<file path="config.mk">
export PLATFORM = sky130hd
export DESIGN_NAME = lr_predictor
export DESIGN_NICKNAME = d
export VERILOG_FILES = /design/src/rtl/lr_pkg.sv /design/src/rtl/lr_sse_acc.sv /design/src/rtl/lr_predictor.sv
export SDC_FILE = /design/constraint.sdc
export NUM_CORES = 2
export LEC_CHECK = 0
export ABC_AREA = 1
export BUFFER_PORTS_ARGS = -buffer_cell sky130_fd_sc_hd__buf_2
export CORE_ASPECT_RATIO = 1.1
export CORE_MARGIN = 1
export CORE_UTILIZATION = 50
export CTS_CLUSTER_SIZE = 30
export DETAILED_ROUTE_END_ITERATION = 8
export GPL_ROUTABILITY_DRIVEN = 0
export PLACE_DENSITY = 0.76
export SLEW_MARGIN = 0
export SYNTH_ARGS = -nofsm -noshare
export SYNTH_HDL_FRONTEND = slang
export SYNTH_SLANG_ARGS = --single-unit
</file>
<file path="constraint.sdc">
create_clock -name clk -period 14.8 [get_ports clk]
set_input_delay 0.74 -clock clk [delete_from_list [all_inputs] [get_ports clk]]
set_output_delay 0.74 -clock clk [all_outputs]
set_load 0.03 [all_outputs]
</file>
<file path="src/rtl/lr_pkg.sv">
// Shared types and defaults for the linear-regression predictor.
// States, default widths and the sample-counter width.
package lr_pkg;

  localparam int LR_DATA_W    = 32;
  localparam int LR_N_SAMPLES = 20;
  localparam int LR_SSE_W     = 64;
  localparam int LR_CNT_W     = $clog2(LR_N_SAMPLES + 1);

  typedef enum logic [1:0] {
    IDLE,
    RUN,
    DRAIN,
    DONE
  } lr_state_e;

endpackage

</file>
<file path="src/rtl/lr_sse_acc.sv">
// Sum of squared residuals with saturation at all-ones.
// err is signed; the square is formed from its magnitude.
module lr_sse_acc #(
  parameter int DATA_W = 32,
  parameter int SSE_W  = 64
) (
  input  logic              clk,
  input  logic              rst_n,
  input  logic              clr,
  input  logic              en,
  input  logic [DATA_W-1:0] err,
  output logic [SSE_W-1:0]  sse
);

  logic [DATA_W-1:0]   mag;
  logic [2*DATA_W-1:0] mag_w;
  logic [2*DATA_W-1:0] sq;
  logic [SSE_W:0]      sum;

  // -0x80..0 stays 0x80..0, which is the correct unsigned magnitude
  assign mag   = err[DATA_W-1] ? (~err + 1'b1) : err;
  assign mag_w = {{DATA_W{1'b0}}, mag};
  assign sq    = mag_w * mag_w;
  assign sum   = {1'b0, sse}
               + {{(SSE_W + 1 - 2*DATA_W){1'b0}}, sq};

  always_ff @(posedge clk) begin
    if (!rst_n) begin
      sse <= '0;
    end else if (clr) begin
      sse <= '0;
    end else if (en) begin
      sse <= sum[SSE_W] ? {SSE_W{1'b1}} : sum[SSE_W-1:0];
    end
  end

endmodule

</file>
<file path="src/rtl/lr_predictor.sv">
// Streams x through y_hat = slope*x + intercept in two stages,
// reporting residuals and their running sum of squares.
module lr_predictor
  import lr_pkg::*;
#(
  parameter int DATA_W    = LR_DATA_W,
  parameter int N_SAMPLES = LR_N_SAMPLES,
  parameter int SSE_W     = LR_SSE_W
) (
  input  logic              clk,
  input  logic              rst_n,
  input  logic              coef_valid,
  output logic              coef_ready,
  input  logic [DATA_W-1:0] coef_slope,
  input  logic [DATA_W-1:0] coef_intercept,
  input  logic              in_valid,
  output logic              in_ready,
  input  logic [DATA_W-1:0] in_x,
  input  logic [DATA_W-1:0] in_y,
  output logic              out_valid,
  input  logic              out_ready,
  output logic [DATA_W-1:0] out_y_hat,
  output logic [DATA_W-1:0] out_err,
  output logic [SSE_W-1:0]  sse,
  output logic              done,
  output logic              busy
);

  localparam int CNT_W = $clog2(N_SAMPLES + 1);
  localparam logic [CNT_W-1:0] N_CNT = CNT_W'(N_SAMPLES);

  lr_state_e state, state_nxt;

  logic [DATA_W-1:0] slope, intercept;
  logic [CNT_W-1:0]  cnt_in, cnt_out;
  logic              s1_valid;
  logic [DATA_W-1:0] s1_prod, s1_y;
  logic [DATA_W-1:0] y_hat_c, err_c;
  logic              stall, load, in_fire, out_fire;

  assign stall    = out_valid && !out_ready;
  assign load     = coef_valid && coef_ready;
  assign in_fire  = in_valid && in_ready;
  assign out_fire = out_valid && out_ready;
  assign in_ready = (state == RUN) && (cnt_in < N_CNT) && !stall;

  always_ff @(posedge clk) begin
    if (!rst_n) state <= IDLE;
    else        state <= state_nxt;
  end

  always_comb begin
    state_nxt = state;
    unique case (state)
      IDLE:  if (load)             state_nxt = RUN;
      RUN:   if (cnt_in == N_CNT)  state_nxt = DRAIN;
      DRAIN: if (cnt_out == N_CNT) state_nxt = DONE;
      DONE:                        state_nxt = IDLE;
      default:                     state_nxt = IDLE;
    endcase
  end

  // coef_ready stays low while reset is asserted
  always_comb begin
    coef_ready = rst_n && (state == IDLE);
    busy       = (state == RUN) || (state == DRAIN);
    done       = (state == DONE);
  end

  always_ff @(posedge clk) begin
    if (!rst_n) begin
      slope     <= '0;
      intercept <= '0;
      cnt_in    <= '0;
      cnt_out   <= '0;
    end else if (load) begin
      slope     <= coef_slope;
      intercept <= coef_intercept;
      cnt_in    <= '0;
      cnt_out   <= '0;
    end else begin
      if (in_fire)  cnt_in  <= cnt_in + 1'b1;
      if (out_fire) cnt_out <= cnt_out + 1'b1;
    end
  end

  assign y_hat_c = s1_prod + intercept;
  assign err_c   = s1_y - y_hat_c;

  always_ff @(posedge clk) begin
    if (!rst_n) begin
      s1_valid  <= 1'b0;
      s1_prod   <= '0;
      s1_y      <= '0;
      out_valid <= 1'b0;
      out_y_hat <= '0;
      out_err   <= '0;
    end else if (!stall) begin
      s1_valid  <= in_fire;
      out_valid <= s1_valid;
      if (in_fire) begin
        s1_prod <= slope * in_x;
        s1_y    <= in_y;
      end
      if (s1_valid) begin
        out_y_hat <= y_hat_c;
        out_err   <= err_c;
      end
    end
  end

  lr_sse_acc #(
    .DATA_W (DATA_W),
    .SSE_W  (SSE_W)
  ) u_acc (
    .clk   (clk),
    .rst_n (rst_n),
    .clr   (load),
    .en    (out_fire),
    .err   (out_err),
    .sse   (sse)
  );

endmodule

</file>
Word level (Yosys, flattened, before mapping)
Cells that the tools add are included.
{"block": "totals", "reg_bits": 270, "elab_cells": 53, "out_inout_bits": 133}
{"block": "op_classes", "mux": 6, "order_cmp": 1, "n_bitwise": 3, "mul": 2, "n_eq_ne": 8, "n_reduce_logical": 15, "n_addsub": 6}
{"op": "adder 64 x 64 -> 65 bit", "count": 1}
{"op": "multiplier 32 x 32 -> 64 bit", "count": 1}
{"op": "two-way mux 64 bit", "count": 1}
{"op": "adder 32 x 1 -> 32 bit, second input constant", "count": 1}
{"op": "adder 32 bit", "count": 1}
{"op": "multiplier 32 x 32 -> 32 bit", "count": 1}
{"op": "two-way mux 32 bit", "count": 1}
{"op": "NOT 32 bit", "count": 1}
{"op": "subtractor 32 bit", "count": 1}
{"op": "adder 5 x 1 -> 5 bit, second input constant", "count": 2}
{"op": "== test 5 bit, second input constant", "count": 2}
{"op": "case mux 2 bit (4 select lines)", "count": 1}
{"op": "logical AND 1 bit", "count": 7}
{"op": "two-way mux 2 bit", "count": 3}
{"op": "inequality test 2 bit, second input constant", "count": 3}
{"op": "< comparator 5 bit, second input constant", "count": 1}
{"op": "== test 2 bit, second input constant", "count": 2}
{"op": "AND reduction 2 bit", "count": 2}
{"op": "AND reduction 3 bit", "count": 1}
{"op": "== test 2 x 1 -> 1 bit, second input constant", "count": 1}
{"op": "logical NOT 1 bit", "count": 2}
{"op": "logical NOT 2 bit", "count": 1}
{"op": "NOT 1 bit", "count": 2}
{"op": "OR reduction 2 bit", "count": 1}
{"op": "logical OR 1 bit", "count": 1}

Depth between registers and ports, before layout
{"block": "logic_depth", "ltp_word": 6, "depth_mapped": 49}

Hierarchy
From an unflattened synthesis, not the netlist that was laid out.
{"block": "hier_totals", "cells_unflattened": 8239, "hier_area_um2": 63302.0}
{"module": "lr_sse_acc", "cells_per_inst": 4571, "n_inst": 1, "area_per_inst_um2": 35829.4, "seq_area_each_um2": 1281.2}
{"module": "lr_predictor", "cells_per_inst": 3668, "n_inst": 1, "area_per_inst_um2": 27472.6, "seq_area_each_um2": 4124.0}

Worst setup path before layout
OpenSTA, ideal clock, no wires.
{"block": "synth_path", "path_kind": "register -> register", "startpoint": "reg out_err[0]", "endpoint": "reg u_acc.sse[47]", "path_buffers": 3, "synth_period_minus_slack_ps": 8890, "arrival_ps": 8781, "setup_slack_ps": 5910, "path_stages_with_launch": 45, "path_cell_list": "dfxtp_1 -> clkinv_1 -> clkbuf_1 -> ha_1 -> inv_1 -> nor3_2 -> inv_2 -> nor2_4 -> nand2_1 -> nor2_1 -> nand4_1 -> nand2_1 -> o21ai_1 -> xor2_1 -> inv_2 -> buf_2 -> nor2_1 -> fa_1 -> [9 not listed] -> fa_1 -> inv_1 -> ha_1 -> a21oi_1 -> o21ai_0 -> a21oi_1 -> inv_1 -> a21oi_1 -> inv_1 -> a21oi_1 -> nand2_1 -> inv_1 -> nand2_4 -> nand2_8 -> buf_12 -> nand3_2 -> nand2_1 -> inv_1"}
{"block": "synth_via", "elab_chain_len": 6}
{"item": "start: declaration", "line": "lr_predictor.sv:23", "source": "output logic [DATA_W-1:0] out_err,"}
{"item": "start signal: assignment", "line": "lr_predictor.sv:107", "source": "out_err <= err_c;"}
{"item": "NOT 32 bit", "line": "lr_sse_acc.sv:21", "source": "assign mag = err[DATA_W-1] ? (~err + 1'b1) : err;"}
{"item": "adder 32 x 1 -> 32 bit", "line": "lr_sse_acc.sv:21"}
{"item": "two-way mux 32 bit (*)", "line": "lr_sse_acc.sv:21"}
{"item": "multiplier 32 x 32 -> 64 bit (*)", "line": "lr_sse_acc.sv:23", "source": "assign sq = mag_w * mag_w;"}
{"item": "adder 64 x 64 -> 65 bit (*)", "line": "lr_sse_acc.sv:25", "source": "+ {{(SSE_W + 1 - 2*DATA_W){1'b0}}, sq};"}
{"item": "two-way mux 64 bit (*)", "line": "lr_sse_acc.sv:33", "source": "sse <= sum[SSE_W] ? {SSE_W{1'b1}} : sum[SSE_W-1:0];"}
{"item": "end signal: assignment", "line": "lr_sse_acc.sv:33"}
{"item": "end: declaration", "line": "lr_sse_acc.sv:12", "source": "output logic [SSE_W-1:0] sse"}
Every way passes the cells marked *; elsewhere a longest branch is shown, timed or not.
A chain may end at the register's enable or synchronous reset.

Final worst setup path
{"block": "layout_path", "startpoint": "reg out_err[0]", "endpoint": "reg u_acc.sse[17]"}
Same word-level chain as after synthesis.

==> run summary <==
status -> completed
clock sink count -> 270
Die Span Y -> 372 um
post-synthesis register bit count -> 270
ys flop type -> dfxtp_1
drt wl/cell -> 20.3 um
setup_tns -> 0 ns
compound-gate portion of the synthesized area -> 6.78%
postcts setup bufs -> 0
vias in the first global route -> 56500
most frequent cells in the layout -> 2330 x inv_1, 1403 x nand2_1, 1282 x fa_1
Design Area, Final -> 66600 um2
fin crit share -> 81.6%
power density over the cells -> 174 nW/um2
largest net degree at the start of global routing -> 79
final hold violations -> 0
Inserted Clock Buffers -> 37
initial core utilization -> 50.5%
max_cap viols -> 0
Async S/R FF share, synth -> 0%
first-pass GRT wire length -> 310000 um
Slowest-stage cell, CP -> clkinv_1
DRT antenna net count -> 0
post-synth design cell area -> 62400 um2
port bufs -> 265
Worst Path Max Fanout -> 64
most used cell, CP -> inv_1
die width -> 339 um
fin. max-slew vios -> 0
Worst Tran Pin Value -> 1.27 ns
CP endpoint kind -> flip-flop
clk_lat worst skew -> 0.64 ns
Via density -> 5.43
Synth Area in Simple Gates -> 16.4%
post-synth cell types -> 57
Setup-failing EPs final -> 0
Detailed Route WL -> 197000 um
routed vias -> 52900
Bufs on Longest Clock Path -> 3
hold_buf cts -> 0
Worst-path clk slew -> 0.07 ns
final non-filler cell total -> 9742
HP Class -> in2reg
Synth Warn # -> 0
Post-DP Area -> 65200 um2
drt drc -> 0
multiplexer share of the synthesized area -> 0%
total global routing track utilization -> 32.0%
Post-synth EDFFs -> 0
Startpoint Class -> flip-flop
DRT iter0 DRCs -> 4514
Pre-antenna DRT Iters -> 6
Peak VDD IR -> 387 uV
post-synthesis sequential area ratio -> 8.67%
Slew Limit Headroom -> 15.4%
skew final -> 0.0427 ns
Lkg Pwr -> 37.2 nW
most common cell after layout, fill and taps aside -> inv_1
Clock Tree Root -> clkbuf_16
Resized cells post-CTS -> 0
I/O pin total -> 266
Adder-Cell Fraction of Synth Area -> 50.1%
Post-Synth XOR/XNOR Area -> 2.02%
CP arrival -> 12.60 ns
largest family of logic cells by synthesized area -> adder cells
Nets -> 9930
Core ar. -> 123000 um2
Final Critical Period -> 12.07 ns
Area Overhead vs Synth -> 6.72%
total grt overflow -> 0
final core occ -> 53.9%
RSZ-0062 raised after global routing -> no
share of layout cells above drive strength 1 -> 6.25%
Syn Area/Cell -> 7.85 um2
required time of the critical path -> 15.33 ns
Post-Synthesis Cells -> 7943
Setup CP Type -> reg2reg
Site Rows -> 135
Area contributors post-synth -> fa_1 41%, inv_1 14%, ha_1 9.0%
Total Power -> 11.6 mW
HPWL Detailed -> 160000 um
fmax -> 82.8 MHz
top cell type's share of synthesized area -> 41.1%
htree depth -> 2
initial antenna violation count -> 4
post-synth top area cell -> fa_1
CTS tree -> built
max incr delay on CP -> 1.04 ns
Die ar. -> 126000 um2
dpl cells -> 9672
[cell usage after synthesis, drive strengths merged (3+ instances only)]
master,number
inv,2344
nand2,1415
fa,1282
nor2,696
ha,448
a21oi,291
dfxtp,270
nand3,224
o21ai,224
clkbuf,203
xor2,87
a22o,64
buf,60
xnor2,57
nor3,46
o211ai,42
o21bai,38
nand4,30
a21o,17
nand3b,17
a31oi,13
nor4,13
o21a,9
a21boi,8
or2,8
and3,7
clkinv,6
a211oi,5
a221oi,3
o31ai,3
[logic make-up (layout without fill, tap and decap cells)]
family,after synthesis,in the layout
buf+inv,2613,2743
simple gates,2461,2461
fa+ha+maj,1730,1730
compound gates,723,723
flops,270,270
xor+xnor,144,144
other cells,2,27
[routing by layer]
metal | vias to the layer above | global-route usage, % | part of all wire (%)
met5 | - | 0.227 | 0.025
met4 | 4 | 23.6 | 8.9
met3 | 981 | 7.48 | 10
met2 | 2803 | 53.6 | 47
met1 | 25800 | 35.7 | 34
li1 | 23300 | - | -
[sequential cells by signal (all words and copies together) (netlist names)]
name	cells
u_acc.sse	64
intercept	32
out_err	32
out_y_hat	32
s1_prod	32
s1_y	32
slope	32
cnt_in	5
cnt_out	5
state	2
out_valid	1
s1_valid	1
[path summary, 6_finish.rpt]
| kind | endpoint | startpoint | slack [ns] | cells after the start |
|---|---|---|---|---|
| max | u_acc.sse[17] | out_err[0] | 2.73 | 40 |
| min | slope[25] | coef_slope[25] | 0.30 | 2 |
| max reg2reg | u_acc.sse[17] | out_err[0] | 2.73 | 40 |
| min reg2reg | cnt_in[4] | cnt_in[3] | 0.44 | 2 |
[layout make-up]
class | count | area [um2]
repair buffers | 325 | 1780
multi-input cells | 5083 | 47100
well taps | 1644 | 2060
clock buffers | 49 | 1060
clock inverters | 19 | 292
diodes | 2 | 5.00
fillers | 11200 | 56900
flip-flops and latches | 270 | 5410
inverters | 2350 | 8830
[critical path, delay by kind of cell (launching register included)]
family / cells / cell delay [ns]
xor+xnor: 1 / 0.93
simple gates: 17 / 2.58
flops: 1 / 0.68
buf+inv: 12 / 2.52
fa+ha+maj: 10 / 5.13
[power breakdown]
group / total, mW / internal (mW) / switching (mW) / leakage [nW]
Combinational: 9.62 / 3.31 / 6.30 / 34.3
Clock: 1.00 / 0.586 / 0.417 / 0.659
Sequential: 0.969 / 0.836 / 0.133 / 2.20
Total: 11.6 / 4.74 / 6.85 / 37.2
[stage by stage]
step	hold slack (ns)	worst slack [ns]
CTS	0.256	3.05
finish	0.297	2.73
detailed placement	0.451	3.13
global placement	0.444	3.38
global route	0.297	2.37
floorplan	0.423	5.91
Note: power is estimated with default switching activity, not from simulation.
